==> src/rtl/seqnsdet.sv <==
// seqnsdet: overlapping 1-0-1-0 serial pattern detector (Moore FSM).
// Ports: din (serial bit), reset (async, active-high), clk, y (detect flag).
module seqnsdet (
  input  logic din,
  input  logic reset,
  input  logic clk,
  output logic y
);

  typedef enum logic [2:0] {
    IDLE    = 3'd0,
    GOT1    = 3'd1,
    GOT10   = 3'd2,
    GOT101  = 3'd3,
    GOT1010 = 3'd4
  } state_t;

  // Declaration values give a defined power-up state in
  // simulation even when reset is never asserted.
  state_t state = IDLE;
  logic   y_q   = 1'b0;

  assign y = y_q;

  // y_q is loaded with the decode of the state being entered,
  // so it is always exactly (state == GOT1010) yet comes
  // straight from a flop.
  always_ff @(posedge clk or posedge reset) begin
    if (reset) begin
      state <= IDLE;
      y_q   <= 1'b0;
    end else begin
      y_q <= 1'b0;
      unique case (state)
        IDLE: begin
          state <= din ? GOT1 : IDLE;
        end
        GOT1: begin
          state <= din ? GOT1 : GOT10;
        end
        GOT10: begin
          state <= din ? GOT101 : IDLE;
        end
        GOT101: begin
          if (din) begin
            state <= GOT1;
          end else begin
            state <= GOT1010;
            y_q   <= 1'b1;
          end
        end
        // Trailing "10" overlaps into the next pattern.
        GOT1010: begin
          state <= din ? GOT101 : IDLE;
        end
        default: begin
          state <= IDLE;
        end
      endcase
    end
  end

endmodule

==> config.mk <==
export PLATFORM = sky130hd
export DESIGN_NAME = seqnsdet
export DESIGN_NICKNAME = d
export VERILOG_FILES = /design/src/rtl/seqnsdet.sv
export SDC_FILE = /design/constraint.sdc
export NUM_CORES = 1
export LEC_CHECK = 0
export BUFFER_PORTS_ARGS = -buffer_cell sky130_fd_sc_hd__buf_2
export CAP_MARGIN = 20
export CORE_AREA = 3 3 40 42
export DETAILED_ROUTE_END_ITERATION = 8
export DIE_AREA = 0 0 43 45
export SLEW_MARGIN = 5
export SYNTH_ARGS = -nofsm -noshare
export SYNTH_HDL_FRONTEND = slang
export SYNTH_SLANG_ARGS = --single-unit
==> constraint.sdc <==
create_clock -name clk -period 2.4 [get_ports clk]
set_input_delay 0 -clock clk [delete_from_list [all_inputs] [get_ports clk]]
set_output_delay 0 -clock clk [all_outputs]
set_load 0.05 [all_outputs]
Yosys cells after proc, flatten, opt, wreduce, memory -nomap -nowiden

Index checks and enable logic that the tools add are counted.

Reductions and logical operators: 2
Equal/unequal tests: 4
Muxes and demuxes: 7

Operators with widths:

| operator                                             | number |
|---|---|
| one-hot mux 3 bit (4 select lines)                   | 1 |
| equality test 3 x 2 -> 1 bit (second input constant) | 2 |
| two-way mux 2 bit                                    | 2 |
| equality test 3 x 1 -> 1 bit (second input constant) | 1 |
| equality test 3 bit (second input constant)          | 1 |
| zero test 3 bit                                      | 1 |
| two-way mux 1 bit                                    | 3 |
| two-way mux 3 bit                                    | 1 |
| OR reduction 2 bit                                   | 1 |

Bits of input ports: 3
Word-level logic and storage cells: 15
Output and inout bits: 1
Register bits: 4

Longest topological paths before layout

Gate-level depths: netlist (run 1).

Depth after elaboration: 3
Mapped depth: 2
Gate-level depth less buffers: 2

Worst setup path after synthesis (run 1)

No wires, ideal clock.

Kind: register to register
Start point: register state[1]
End point: register state[1]
Path slack: 1.371 ns
Arrival: 0.898 ns
Path buffers: 0
Data required time: 2.269 ns
Cell stages (with the launch flop): 3
Setup time: 0.131 ns
Period minus slack after synthesis: 1.029 ns
Path through: dfrtp_1 -> and4bb_1 -> or3_1

Longest elaborated chain between the ends: 3
Elaborated cells on any way between the ends: 7
Those cells by class: eq/ne (4); mux (1); reduce/logical (2)

RTL lines:

| item                                                                | RTL line | RTL |
|---|---|---|
| start, declared                                                     | 20       | `state_t state = IDLE;` |
| start signal, assigned                                              | 36       | `state <= din ? GOT1 : IDLE;` |
| start signal, assigned                                              | 39       | `state <= din ? GOT1 : GOT10;` |
| start signal, assigned                                              | 42       | `state <= din ? GOT101 : IDLE;` |
| equality test 3 bit or equality test 3 x 2 -> 1 bit (tied branches) | 34       | `unique case (state)` |
| OR reduction 2 bit (no source line)                                 | --       |  |
| one-hot mux 3 bit (4 select lines) *                                | 34       |  |

Every way passes the cells marked *; elsewhere a longest branch is shown, timed or not.

Final worst setup path (run 1)

Same ends and word-level chain as after synthesis.

==> impl_metrics.json, run 1 <==
{
  "synth_top_cell_area_share_pct": 55.6,
  "grt_max_degree": 7,
  "status": "finished, final reports clean",
  "drive_above_1_share_pct": 35.0,
  "syn_area_sq_um": 180,
  "antenna_left": 0,
  "worstReg2RegEnd": "state[1]",
  "path_cells": "and4bb_1 -> or3_1",
  "nets": 25,
  "io_pins": 4,
  "core_sq_mm": 0.00128,
  "initial_core_util_pct": 14.0,
  "portBuffers": 3,
  "vias": 137,
  "cts_buffers": 3,
  "finalNonFillerCells": 35,
  "dp.cells": 31,
  "crit_fanout": 6,
  "finalMaxSlewViolations": 0,
  "grt_overflow_total": 0,
  "post_cts_buffers": 0,
  "layout_commonest_cell": "dfrtp_1",
  "ys_top_cells_by_area": "dfrtp_1 56%, and4bb_1 21%, and4bb_2 6.9%",
  "synth_warnings": 0,
  "gp_congestion": 0.635,
  "r2r_setup_slack_ns": 1.30,
  "layout_common_cells": "4 x dfrtp_1, 3 x and4bb_1, 3 x clkbuf_4, 3 x buf_2",
  "drc_errors": 0,
  "synth_fp_nets": 16,
  "critical_path_required_ns": 2.51,
  "holdPathStages": 2,
  "wl_per_cell_microns": 10.5,
  "hp-class": "input pin to flop",
  "synth_top_area_cell": "dfrtp_1",
  "ctsResizeCount": 0,
  "cts.path.max_buffers": 2,
  "viasPerCell": 3.91,
  "hold_ws_ns": 0.0362,
  "arrival_ns": 1.21,
  "tns_ns": 0,
  "cap_violations": 0,
  "final_area_sq_um": 246,
  "clock-sinks": 4,
  "insertion_delay_ns": 0.24,
  "slowest_stage": "dfrtp_1",
  "maxSlewHeadroom_pct": 84.1,
  "die_area_sq_mm": 0.00194,
  "rsz0062_at_grt": "false",
  "power.density_mw_per_mm2": 722,
  "postPlaceCellArea_sq_um": 214,
  "fillers": 144,
  "ys_seq_area_share_pct": 55.6,
  "regArea_sq_um": 100,
  "start_kind": "flop",
  "antenna_found_initial": 0,
  "gr-usage-all-layers_pct": 4.77,
  "cts_tree": "built",
  "ff2ff_path_depth": 2,
  "worst_ir_drop_vdd_mv": 0.153,
  "synth-seq-cells": 4,
  "die_h_microns": 45,
  "multiInputGateArea_sq_um": 76.3,
  "fmax_mhz": 907,
  "p_leak_nw": 0.121,
  "ys_types": 8,
  "path_class": "flop to flop",
  "cp-endpoint": "state[1]",
  "clk_pin_slew_ns": 0.04,
  "tightest_slew_ns": 0.235,
  "endpoint_kind": "flop",
  "cts-root-buf": "clkbuf_4",
  "utilization_pct": 19.2,
  "max_stage_delay_ns": 0.42,
  "synthCells": 13,
  "min_period_over_period_pct": 45.9,
  "grt_pass1_vias": 142,
  "rows": 13,
  "firstDrtPassIters": 1,
  "drt-initial-drc-count": 0,
  "setup_viol": 0,
  "finalHoldViolations": 0,
  "area_delta_synth_final_pct": 36.8,
  "grt_pass1_wl_microns": 552,
  "reg2reg_from": "state[1]",
  "htree_levels": 1,
  "crit_start": "state[1]",
  "antennaDiodeCount": 0,
  "routed_wl_microns": 368,
  "clock_skew_ns": 0.000930,
  "die_x_microns": 43,
  "period_needed_ns": 1.10,
  "avgSynthCellArea_sq_um": 13.9
}
==> flip-flops by register name (all words and copies together) (netlist names) <==
register and count:
y 1, state 3
==> power by group <==
group | switching [mW] | internal [mW] | total (mW)
Combinational | 0.00677 | 0.00817 | 0.0149
Sequential | 0.00510 | 0.0721 | 0.0772
Clock | 0.0298 | 0.0561 | 0.0859
Total | 0.0417 | 0.136 | 0.178
==> metrics by stage <==
step / worst slack, ns / total power, mW
2_1_floorplan: 1.37 / 0.0861
3_3_place_gp: 1.36 / 0.0897
3_5_place_dp: 1.29 / 0.0922
4_1_cts: 1.29 / 0.184
5_1_grt: 1.26 / 0.186
6_report: 1.30 / 0.178
==> cell usage after synthesis, drive strengths merged <==
cell / n
nor4b: 1
or3: 1
o21ai: 1
and2: 1
and4bb: 4
inv: 1
dfrtp: 4
==> area by class of cell <==
cell class / instances / share of cell area, %
well taps: 15 / 7.61
multi-input cells: 8 / 31.0
repair buffers: 4 / 10.2
inverters: 1 / 1.52
clock buffers: 3 / 9.14
flip-flops and latches: 4 / 40.6
==> how the worst min path moves through the flow <==
stage,slack [ns],from,end
3_5_place_dp,-0.11,reset,y
3_3_place_gp,-0.12,reset,y
2_1_floorplan,-0.23,reset,state[0]
5_1_grt,0.06,din,state[0]
4_1_cts,0.03,din,state[0]
6_report,0.04,din,state[0]
==> kinds of logic (layout without fill, tap and decap cells) <==
| logic type | after synthesis | in the layout | synth area share, % |
|---|---|---|---|
| AOI/OAI and AO/OA | 1 | 1 | 2.78 |
| buffers and inverters | 1 | 8 | 2.08 |
| DFF | 4 | 4 | 55.6 |
| and+or+nand+nor | 7 | 7 | 39.6 |
==> critical path: cells and delay by family, from the launching register on <==
kind / cells / cell delay [ns]
and+or+nand+nor: 2 / 0.56
DFF: 1 / 0.42
==> metal layers <==
metal	vias to the layer above	global-route usage [%]	part of all wire, %
met5	-	0	0
met4	0	9.04	6.0
met3	4	2.39	9.2
met2	6	5.69	43
met1	62	4.16	42
li1	65	-	-
==> what timing repair did <==
action,CTS,global route
hold endpoints to repair,4,0
hold buffers,1,0
endpoints found under the setup margin,0,0
No activity file was read; power rests on OpenSTA's default activity.
==> run 2: changes to the inputs <==
Clock period 2.4 ns to 1.1 ns, I/O delays scaled along.
==> impl_metrics.json, run 2 (synthesis gave the netlist of run 1 again) <==
{
  "status": "finished, final reports clean",
  "antennaDiodeCount": 0,
  "setup_viol": 0,
  "die_x_microns": 43,
  "grt_pass1_wl_microns": 572,
  "path_class": "flop to flop",
  "vias": 125,
  "crit_start": "state[2]",
  "dp.cells": 31,
  "grt_pass1_vias": 130,
  "finalNonFillerCells": 35,
  "tightest_slew_ns": 0.262,
  "cts_buffers": 3,
  "regMostFlops": "state",
  "clk_pin_slew_ns": 0.04,
  "core_sq_mm": 0.00128,
  "area_delta_synth_final_pct": 36.8,
  "min_from": "din",
  "slowest_stage": "dfrtp_1",
  "p_leak_nw": 0.121,
  "max_stage_delay_ns": 0.41,
  "nets": 25,
  "firstDrtPassIters": 1,
  "reg2reg_from": "state[2]",
  "ctsResizeCount": 0,
  "routed_wl_microns": 367,
  "layout_common_cells": "4 x dfrtp_1, 3 x and4bb_1, 3 x clkbuf_4, 3 x buf_2",
  "wl_per_cell_microns": 10.5,
  "grt_overflow_total": 0,
  "dr.max_layer_used": "met4",
  "finalHoldViolations": 0,
  "io_pins": 4,
  "rows": 13,
  "period_needed_ns": 1.10,
  "power.density_mw_per_mm2": 1540,
  "largest_register_ffs": 3,
  "critical_path_required_ns": 1.21,
  "maxSlewHeadroom_pct": 82.3,
  "die_area_sq_mm": 0.00194,
  "viasPerCell": 3.57,
  "drive_above_1_share_pct": 35.0,
  "gr-usage-all-layers_pct": 5.10,
  "path_cells": "and4bb_2 -> or3_1",
  "hp-class": "input pin to flop",
  "rsz0062_at_grt": "true",
  "start_kind": "flop",
  "gp_congestion": 0.637,
  "wl_met2_microns": 171,
  "layout_commonest_cell": "dfrtp_1",
  "min_period_over_period_pct": 99.6,
  "path_buf_inv": 0,
  "cts_tree": "built",
  "antenna_found_initial": 0,
  "cts-root-buf": "clkbuf_4",
  "htree_levels": 1,
  "worst_ir_drop_vdd_mv": 0.443,
  "postPlaceCellArea_sq_um": 214,
  "initial_core_util_pct": 14.0,
  "clock-sinks": 4,
  "portBuffers": 3,
  "arrival_ns": 1.20,
  "final_area_sq_um": 246,
  "cp_top_family": "simple AND/OR/NAND/NOR gates",
  "insertion_delay_ns": 0.23,
  "wl_met1_microns": 153,
  "cap_violations": 0,
  "die_h_microns": 45,
  "grt_max_degree": 7,
  "fillers": 148,
  "drc_errors": 0,
  "cts.path.max_buffers": 2,
  "antenna_left": 0,
  "fmax_mhz": 913,
  "endpoint_kind": "flop",
  "drt-initial-drc-count": 0,
  "clock_skew_ns": 0.00260,
  "finalMaxSlewViolations": 0,
  "routed-wl-met3_microns": 30,
  "crit_fanout": 6
}
## run 2: cell counts in the layout (fill, tap and decap cells not counted)
No cell type changed its count.
## run 2: report_power, final
group | switching (mW) | internal [mW]
registers | 0.0103 | 0.157
clock network | 0.0580 | 0.122
logic | 0.0154 | 0.0178
total | 0.0836 | 0.297
## run 2: per-stage QoR
step | power [mW] | TNS (ns) | hold WS, ns | setup WS, ns | utilization [%]
floorplan | 0.188 | 0 | -0.234 | 0.0708 | -
global placement | 0.196 | 0 | -0.120 | 0.0553 | 16.7
detailed placement | 0.201 | 0 | -0.115 | 0.00321 | 16.7
CTS | 0.393 | 0 | 0.0368 | 0.00402 | 19.2
global route | 0.401 | -0.0248 | 0.0583 | -0.0248 | 19.2
finish | 0.381 | 0 | 0.0455 | 0.00464 | 19.2
## run 2: final cells by class
type / count / area [sq um] / area share [%]
clock buffer: 3 / 22.5 / 9.14
inverter: 1 / 3.75 / 1.52
multi-input combinational: 8 / 76.3 / 31.0
sequential: 4 / 100 / 40.6
tap: 15 / 18.8 / 7.61
timing repair buffer: 4 / 25.0 / 10.2
## run 2: repair_timing
item | CTS | global route
hold buffers | 1 | 0
endpoints found under the hold margin | 4 | 0
buffers inserted | 0 | 0
setup endpoints to repair | 0 | 1
## run 2: worst paths after layout
check / cells past startpoint / end / slack (ns)
worst max-delay path: 2 / state[1] / 0.005
worst min-delay path: 2 / state[0] / 0.05
worst max register to register: 2 / state[1] / 0.005
worst min register to register: 1 / y / 0.63
max in group asynchronous: 3 / state[2] / 0.77
min in group asynchronous: 3 / y / 0.19
## run 2: layer usage
layer	vias up	global-route usage, %
li1	64	-
met1	55	4.63
met2	4	5.39
met3	2	3.59
met4	0	9.04
met5	-	0
